`src/rtl/fifo_wr_frontend.sv`:
```
`timescale 1ns/1ps
// -----------------------------------------------------------------------------
// fifo_wr_frontend
//
// Write-side front end of the async FIFO, in the wclk domain. It accepts a
// valid/ready word stream with frame delimiters into a 2-entry skid buffer
// (head/tail). It drives the FIFO write port from the head entry whenever the
// registered wfull from the write-pointer stage allows. It also keeps frame and
// back-pressure statistics for debug.
//
// Parameters
//   DSIZE     payload width in bits
//   DEPTH     FIFO address width; documents the pairing with the pointer stage
//
// Ports
//   wclk      write-domain clock, all state updates on the rising edge
//   wrst      synchronous active-high reset
//   en        accept enable; low blocks new words, buffered words still drain
//   s_valid   upstream word valid
//   s_data    upstream payload
//   s_last    final word of a frame
//   s_ready   buffer can take a word this cycle (registered state and wrst only)
//   wfull     FIFO full flag, registered in the write-pointer stage
//   winc      write strobe to the pointer stage and memory
//   wdata     {last, payload} of the head entry
//   in_frame  a frame has started and its last word is not yet accepted
//   frame_cnt frames fully written into the FIFO, wraps modulo 2^16
//   stall_cnt cycles with data pending while wfull is high, saturating
// -----------------------------------------------------------------------------
module fifo_wr_frontend #(
   parameter int unsigned DSIZE = 8,
   parameter int unsigned DEPTH = 4
) (
   input  logic             wclk,
   input  logic             wrst,
   input  logic             en,
   input  logic             s_valid,
   input  logic [DSIZE-1:0] s_data,
   input  logic             s_last,
   output logic             s_ready,
   input  logic             wfull,
   output logic             winc,
   output logic [DSIZE:0]   wdata,
   output logic             in_frame,
   output logic [15:0]      frame_cnt,
   output logic [15:0]      stall_cnt
);

   // DEPTH drives no logic here; reject a meaningless value at elaboration.
   if (DEPTH < 1) begin : g_depth_check
      $error("fifo_wr_frontend: DEPTH must be at least 1");
   end

   typedef enum logic {
      ST_IDLE     = 1'b0,
      ST_IN_FRAME = 1'b1
   } frame_state_e;

   logic [DSIZE:0] head_q, head_d;
   logic [DSIZE:0] tail_q, tail_d;
   logic [1:0]     cnt_q, cnt_d;
   logic [15:0]    frame_cnt_q;
   logic [15:0]    stall_cnt_q;
   frame_state_e   state_q;

   logic           push;
   logic           pop;
   logic [DSIZE:0] s_word;

   assign s_word  = {s_last, s_data};

   // Ready depends only on occupancy and reset, so upstream never sees a
   // combinational path from s_valid or wfull. A pop from a full buffer frees
   // a slot only on the next cycle.
   assign s_ready = !wrst && (cnt_q != 2'd2);
   assign push    = s_valid && s_ready && en;
   assign pop     = (cnt_q != 2'd0) && !wfull;

   assign winc      = pop;
   assign wdata     = head_q;
   assign in_frame  = (state_q == ST_IN_FRAME);
   assign frame_cnt = frame_cnt_q;
   assign stall_cnt = stall_cnt_q;

   // Skid buffer next state. The head is the only entry ever presented. The
   // tail is used only while a second word waits behind a blocked head.
   always_comb begin
      // NOTE: every signal gets a default before the case, so paths that leave
      // it untouched hold the register value instead of inferring a latch.
      head_d = head_q;
      tail_d = tail_q;
      cnt_d  = cnt_q;
      case ({push, pop})
         2'b10: begin
            cnt_d = cnt_q + 2'd1;
            if (cnt_q == 2'd0) begin
               head_d = s_word;
            end else begin
               tail_d = s_word;
            end
         end
         2'b01: begin
            cnt_d = cnt_q - 2'd1;
            // With one entry the head keeps its stale value, so wdata holds.
            if (cnt_q == 2'd2) begin
               head_d = tail_q;
            end
         end
         2'b11: begin
            // Head leaves and the new word takes its place behind any tail word.
            if (cnt_q == 2'd1) begin
               head_d = s_word;
            end else begin
               head_d = tail_q;
               tail_d = s_word;
            end
         end
         default: ;
      endcase
   end

   // NOTE: sequential state uses non-blocking assignments only, so every
   // register samples the pre-edge values regardless of statement order.
   always_ff @(posedge wclk) begin
      if (wrst) begin
         // NOTE: the buffer entries are reset as well as the occupancy, because
         // wdata is a direct view of the head entry and must read 0 after reset.
         head_q      <= '0;
         tail_q      <= '0;
         cnt_q       <= 2'd0;
         frame_cnt_q <= 16'd0;
         stall_cnt_q <= 16'd0;
      end else begin
         head_q <= head_d;
         tail_q <= tail_d;
         cnt_q  <= cnt_d;
         if (pop && head_q[DSIZE]) begin
            frame_cnt_q <= frame_cnt_q + 16'd1;
         end
         if ((cnt_q != 2'd0) && wfull && (stall_cnt_q != 16'hFFFF)) begin
            stall_cnt_q <= stall_cnt_q + 16'd1;
         end
      end
   end

   // Frame tracker: follows accepted words, not written ones.
   always_ff @(posedge wclk) begin
      if (wrst) begin
         state_q <= ST_IDLE;
      end else if (push) begin
         case (state_q)
            ST_IDLE:     state_q <= s_last ? ST_IDLE : ST_IN_FRAME;
            ST_IN_FRAME: state_q <= s_last ? ST_IDLE : ST_IN_FRAME;
            default:     state_q <= ST_IDLE;
         endcase
      end
   end

endmodule

```
`config.mk`:
```
export PLATFORM = sky130hd
export DESIGN_NAME = fifo_wr_frontend
export DESIGN_NICKNAME = d
export VERILOG_FILES = /design/src/rtl/fifo_wr_frontend.sv
export SDC_FILE = /design/constraint.sdc
export NUM_CORES = 1
export LEC_CHECK = 0
export BUFFER_PORTS_ARGS = -buffer_cell sky130_fd_sc_hd__buf_2
export CAP_MARGIN = 20
export CORE_UTILIZATION = 54
export CTS_CLUSTER_SIZE = 28
export DETAILED_ROUTE_END_ITERATION = 8
export PLACE_DENSITY = 0.84
export SLEW_MARGIN = 5
export SYNTH_ARGS = -nofsm -noshare
export SYNTH_HDL_FRONTEND = slang
export SYNTH_SLANG_ARGS = --single-unit
```
`constraint.sdc`:
```
create_clock -name wclk -period 2.68 [get_ports wclk]
set_input_delay 0.536 -clock wclk [delete_from_list [all_inputs] [get_ports wclk]]
set_output_delay 0.536 -clock wclk [all_outputs]
set_load 0.02 [all_outputs]
```
==> run metrics, run 1 <==
worst-path cell chain inv_1 -> ha_1 -> nor2_1 -> buf_4 -> inv_1 -> ha_1 -> nor3_1 -> a221oi_4 -> buf_4 -> a211oi_1; TritonCTS buffer count 5; Async S/R FF share, synth 0; Switching Fraction 0.3331; Layout fillers 414; first-pass GRT wire length ~9000 um; row count 25; postcts setup bufs 0; sequential area share after synthesis 0.4019; Logic pwr share 0.274; routed vias/inst ~5.6; Final Max Slew Viols 0; post-DP HPWL around 3700 um; Mapped Area between 2000 and 3000 um^2; Hold Path Sink in_frame$_SDFFE_PP0P_; Ant. Diodes 0; Multi-input gate area 1493 um^2; CP max FO 18; first drt pass iteration count 6; Pleak roughly 1.3 nW; leading area contributor after synthesis dfxtp_1; vias in the first global route 2056; I/O pin count 58; RR Endpoint wdata[1]$_SDFFE_PP0P_; Mean Syn Cell Area roughly 9.3 um^2; maxcap violations 0; P per Cell Area roughly 610 nW/um^2; post-layout util 0.6517; worst min-delay path category in2reg; initial drt markers approximately 130; Area growth syn-to-layout 16.59%; clk_skew roughly 0.0073 ns; total gr overflow 0; Wirelength per Cell ~13 um; Yosys cell types 49; GPL Wtd Cong 0.7585; core area about 4700 um^2; total track usage 0.2089; vias roughly 2300; Final Routed Wirelength 5236 um; WP data required 2.90 ns; maximum clock frequency between 400 and 500 MHz; Critical Path Slowest Stage Cell dfxtp_1; CTS clk-pin slew, worst paths ~0.1 ns; biggest cell delay along the critical path between 0.3 and 0.4 ns; Worst Hold Depth 2; Yosys reg bits 53; total power 1.872 mW; Setup Viol. Count Final 0; initial antenna violation count 0; cell internal pwr approximately 1.2 mW; Die Ht 71.92 um; die area 5172 um^2; ys flop type dfxtp_1; cells after synthesis 283; Min Hold Slack ~0.45 ns; RSZ-0062 raised after global routing false; R2R cell count 10; Setup TNS 0 ns; # port buffers 57; Die Wd between 70 and 80 um; Synth top area share 0.4019; Clock Power Share 0.242; Critical Path Sink Type flop; Max rail drop VDD ~0.42 mV; Remaining DRCs 0; CTS H-tree depth 2; Critical Path Start Type flop; largest cells by area after synthesis dfxtp_1 (40%), nor2_1 (5.5%), ha_1 (4.7%); NumNets Final 365; count of final hold-check violations 0; Tmin final 2.289 ns; outcome completed; layout cells sized above 1 0.2690; WS Path Type reg2reg; HP Start s_last; largest net degree at the start of global routing 58; Sw Pwr slightly above 600 uW; Seq. cell area around 1100 um^2; Worst Max-Slew Pin Slew 0.5783 ns; synth warn 0; hold_buf cts 0; CTS resizes 0; post-synth net total 307; CTS tree built; Critical R2R Launch cnt_q[0]$_SDFFE_PP0P_; Clock Root Buffer clkbuf_8; EDFF count, synth 0; CTS Buffer Depth 2; antenna viol nets, final 0; post-route clock period utilization 0.8541; Slew HR 0.6145; initial core utilization 0.5589; CP arrival around 2.5 ns; Reg2Reg Setup Slack roughly 0.39 ns; worst skew pair latency between 0.3 and 0.4 ns; Sequential Power Share 0.483; clock sinks 53
## logic make-up (layout without fill, tap and decap cells)
logic type               Yosys count  after routing  share of synthesized area
adder cells (fa/ha/maj)           10             10                    0.04739
AO/OA/AOI/OAI                     58             58                     0.1517
buffers and inverters             19             78                    0.03270
multiplexers                      13             13                    0.05213
AND/OR/NAND/NOR                  119            119                     0.2777
flip-flops                        53             53                     0.4019
XOR/XNOR                          11             11                    0.03649
## through the flow
stage	std cells	setup WS [ns]	cell area, um^2
finish	409	0.3911	3078
global placement	401	0.5044	2990
detailed placement	401	0.3855	2990
global route	409	0.1085	3078
CTS	409	0.3777	3078
floorplan	283	0.1546	2640
## cell usage after synthesis (5+ instances only)
master	number
dfxtp_1	53
nor2_1	39
a21oi_1	18
nand2_1	15
a211oi_1	11
o21ai_0	11
ha_1	10
mux2i_1	10
xor2_1	10
a22oi_1	9
nand3_1	9
inv_1	8
nand4_1	8
nor2b_1	6
o31ai_1	6
or3_1	6
or4_1	6
clkbuf_1	5
## cell type report
cell class                      count  share of cell area
Multi-Input combinational cell    211              0.4850
Sequential cell                    53              0.3447
Timing Repair Buffer               62              0.1049
Tap cell                           67             0.02724
Clock buffer                        6             0.02358
Inverter                            8            0.009756
Clock inverter                      2            0.004878
## sequential cells by signal (all words and copies together) (netlist names)
register	cells
frame_cnt	16
stall_cnt	16
tail_q	9
wdata	9
cnt_q	2
in_frame	1
## how the worst max path moves through the flow
stage	from	end	slack (ns)	cells after the start
after floorplan	cnt_q[0]$_SDFFE_PP0P_	wdata[0]$_SDFFE_PP0P_	0.15	9
after global placement	wrst	wdata[8]$_SDFFE_PP0P_	0.50	9
after detailed placement	cnt_q[0]$_SDFFE_PP0P_	wdata[1]$_SDFFE_PP0P_	0.39	10
after CTS	cnt_q[0]$_SDFFE_PP0P_	wdata[7]$_SDFFE_PP0P_	0.38	11
after global routing	cnt_q[0]$_SDFFE_PP0P_	wdata[0]$_SDFFE_PP0P_	0.11	10
final	cnt_q[0]$_SDFFE_PP0P_	wdata[1]$_SDFFE_PP0P_	0.39	10
## metal layers
metal	wire length, um	track usage	share of wire	vias up
met5	0	0	0	-
met4	40	0.05011	0.0076	0
met3	156	0.03750	0.030	5
met2	2698	0.3805	0.52	44
met1	2342	0.2557	0.45	1091
li1	-	-	-	1147
## worst max-delay path, delay by kind of cell (launching register included)
kind	cells	cell delay, ns
fa+ha+maj	2	0.56
buf+inv	4	0.53
simple gates	2	0.47
flops	1	0.38
compound gates	2	0.27
## layout by cell type (no fill, tap or decap), types with 8 or more instances in the layout
cell | netlist | routed
buf_2 | 3 | 57
dfxtp_1 | 53 | 53
nor2_1 | 39 | 39
a21oi_1 | 18 | 18
nand2_1 | 15 | 15
a211oi_1 | 11 | 11
o21ai_0 | 11 | 10
xor2_1 | 10 | 10
mux2i_1 | 10 | 10
ha_1 | 10 | 10
nand3_1 | 9 | 9
a22oi_1 | 9 | 9
inv_1 | 8 | 8
nand4_1 | 8 | 8
## power groups by stage
stage | combinational, mW | sequential, mW | clock [mW]
5_1_grt | 0.569 | 0.915 | 0.488
6_report | 0.514 | 0.905 | 0.453
4_1_cts | 0.520 | 0.905 | 0.464
3_5_place_dp | 0.517 | 0.922 | 0
3_3_place_gp | 0.504 | 0.922 | 0
2_1_floorplan | 0.326 | 0.976 | 0
Note: power is estimated with default switching activity, not from simulation.
==> run 2: changes to the inputs <==
==> constraint.sdc (replaced) <==
create_clock -name wclk -period 2.68 [get_ports wclk]
set_input_delay 0 -clock wclk [delete_from_list [all_inputs] [get_ports wclk]]
set_output_delay 0 -clock wclk [all_outputs]
set_load 0.02 [all_outputs]
==> run 2 against run 1 <==
  * Clock skew decreased by 0.0022 ns
  * Critical path type unchanged
  * Combinational power up 2%
  * Highest routed layer unchanged
  * Die area did not move
  * Register-to-register slack got worse by 0.05 ns
  * Largest cell class unchanged
==> run metrics, run 2 (same netlist as run 1, synthesis figures left out) <==
outcome completed (unchanged); WP data required 2.91 ns (was 2.90 ns); row count 25 (unchanged); total gr overflow 0 (unchanged); Clock Power Share 0.240 (was 0.242); total power 1.881 mW (was 1.872 mW); Sw Pwr 624.0 uW (was 623.6 uW); clock sinks 53 (unchanged); CTS tree built (unchanged); first drt pass iteration count 6 (unchanged); CTS clk-pin slew, worst paths 0.09 ns (was 0.10 ns); Switching Fraction 0.3317 (was 0.3331); Max rail drop VDD 0.4484 mV (was 0.4199 mV); worst-path cell chain inv_1 -> ha_1 -> nor2_1 -> nand3_1 -> inv_1 -> ha_1 -> nor2b_1 -> o21a_1 -> a22oi_1 -> a211oi_1 (was inv_1 -> ha_1 -> nor2_1 -> buf_4 -> inv_1 -> ha_1 -> nor3_1 -> a221oi_4 -> buf_4 -> a211oi_1); CTS H-tree depth 2 (unchanged); vias 2314 (was 2287); Pleak 1.386 nW (was 1.348 nW); P per Cell Area 593.9 nW/um^2 (was 608.2 nW/um^2); worst skew pair latency 0.31 ns (about the same); CP max FO 9 (was 18); CP arrival 2.57 ns (was 2.51 ns); largest net degree at the start of global routing 58 (unchanged); Final Routed Wirelength 5384 um (was 5236 um); RSZ-0062 raised after global routing false (unchanged); commonest non-fill, non-tap cells in the layout buf_2 (57), dfxtp_1 (53), nor2_1 (39) (unchanged); TritonCTS buffer count 5 (unchanged); core area 4723 um^2 (unchanged); Critical Path Start Type flop (unchanged); Ant. Diodes 0 (unchanged); Critical Path Slowest Stage Cell dfxtp_1 (unchanged); # port buffers 57 (unchanged); Wirelength per Cell 12.88 um (was 12.80 um); maxcap violations 0 (unchanged); GPL Wtd Cong 0.8166 (was 0.7585); initial drt markers 117 (was 126); post-DP HPWL 3802 um (was 3745 um); first-pass GRT wire length 9197 um (was 8783 um); biggest cell delay along the critical path 0.39 ns (was 0.38 ns); most common cell after layout, fill and taps aside buf_2 (unchanged); layout cells sized above 1 0.2621 (was 0.2690); Logic pwr share 0.278 (was 0.274); total track usage 0.2220 (was 0.2089); routed vias/inst 5.536 (was 5.592); Sequential Power Share 0.482 (was 0.483); Slew HR 0.6202 (was 0.6145); Clock Root Buffer clkbuf_8 (unchanged); Placed Instances 401 (unchanged); post-route clock period utilization 0.8730 (was 0.8541); Setup TNS 0 ns (unchanged); CTS resizes 0 (unchanged); clk_skew 0.005092 ns (was 0.007286 ns); maximum clock frequency 427.4 MHz (was 436.9 MHz); Die Ht 71.92 um (unchanged); Setup Viol. Count Final 0 (unchanged); Final WS setup 0.3403 ns (was 0.3911 ns); WS Path Type reg2reg (unchanged); Buf/Inv on CP 2 (was 4); Min Hold Slack 0.1602 ns (was 0.4488 ns); initial antenna violation count 0 (unchanged); cell internal pwr 1.257 mW (was 1.249 mW); worst min-delay path category in2reg (unchanged); CTS Buffer Depth 2 (unchanged); Die Wd 71.92 um (unchanged); Critical Path Sink Type flop (unchanged); vias in the first global route 2101 (was 2056); Area growth syn-to-layout 20.00% (was 16.59%); Worst Max-Slew Pin Slew 0.5697 ns (was 0.5783 ns); Final Max Slew Viols 0 (unchanged); initial core utilization 0.5589 (unchanged); non-filler instance count after layout 418 (was 409); CP delay by family, top compound AO/OA/AOI/OAI gates (was adder cells); count of final hold-check violations 0 (unchanged); worst slack at placement 0.3485 ns (was 0.3855 ns); postcts setup bufs 0 (unchanged); NumNets Final 374 (was 365); Remaining DRCs 0 (unchanged); die area 5172 um^2 (unchanged); I/O pin count 58 (unchanged); antenna viol nets, final 0 (unchanged); Tmin final 2.340 ns (was 2.289 ns)
run 2: changes by cell type in the layout (fill, tap and decap cells not counted), sizes merged:
| cell | change |
|---|---|
| dlygate4sd3 | +9 |
run 2: power groups by stage:
stage / clock network [mW] / logic, mW / registers, mW
2_1_floorplan: 0 / 0.326 / 0.976
3_3_place_gp: 0 / 0.498 / 0.922
3_5_place_dp: 0 / 0.515 / 0.925
4_1_cts: 0.462 / 0.527 / 0.907
5_1_grt: 0.486 / 0.576 / 0.916
6_report: 0.452 / 0.523 / 0.907
run 2: per-stage QoR:
step,util,area (um^2)
after floorplan,-,2640
after global placement,0.6331,2990
after detailed placement,0.6331,2990
after CTS,0.6707,3168
after global routing,0.6707,3168
final,0.6707,3168
run 2: path summary, 6_finish.rpt:
path | endpoint | slack (ns) | cells past startpoint | start
max | wdata[8]$_SDFFE_PP0P_ | 0.34 | 10 | cnt_q[0]$_SDFFE_PP0P_
max reg2reg | wdata[8]$_SDFFE_PP0P_ | 0.34 | 10 | cnt_q[0]$_SDFFE_PP0P_
min reg2reg | frame_cnt[15]$_SDFFE_PP0P_ | 0.49 | 2 | frame_cnt[15]$_SDFFE_PP0P_
min | stall_cnt[1]$_SDFFE_PP0P_ | 0.16 | 3 | wfull
run 2: area by class of cell:
type                            instances  area (um^2)
Tap cell                               67        83.83
Multi-Input combinational cell        211         1493
Sequential cell                        53         1061
Clock inverter                          2        15.01
Inverter                                8        30.03
Timing Repair Buffer                   71        412.9
Clock buffer                            6        72.57
Fill cell                             388         1555
run 2: worst min-delay path: stages:
cell	delay, ns
buf_2	0.13
nor3b_2	0.18
mux2i_1	0.12
run 2: repair_timing:
action                                 4_1_cts  5_1_grt
setup endpoints to repair                    0        0
hold buffers                                 9        0
endpoints found under the hold margin       10        0
run 2: per-layer routing:
| metal | track usage | share of wire | vias up | wire length [um] |
|---|---|---|---|---|
| li1 | - | - | 1166 | - |
| met1 | 0.2709 | 0.44 | 1089 | 2358 |
| met2 | 0.4004 | 0.51 | 51 | 2748 |
| met3 | 0.04444 | 0.039 | 8 | 212 |
| met4 | 0.05664 | 0.012 | 0 | 65 |
| met5 | 0 | 0 | - | 0 |
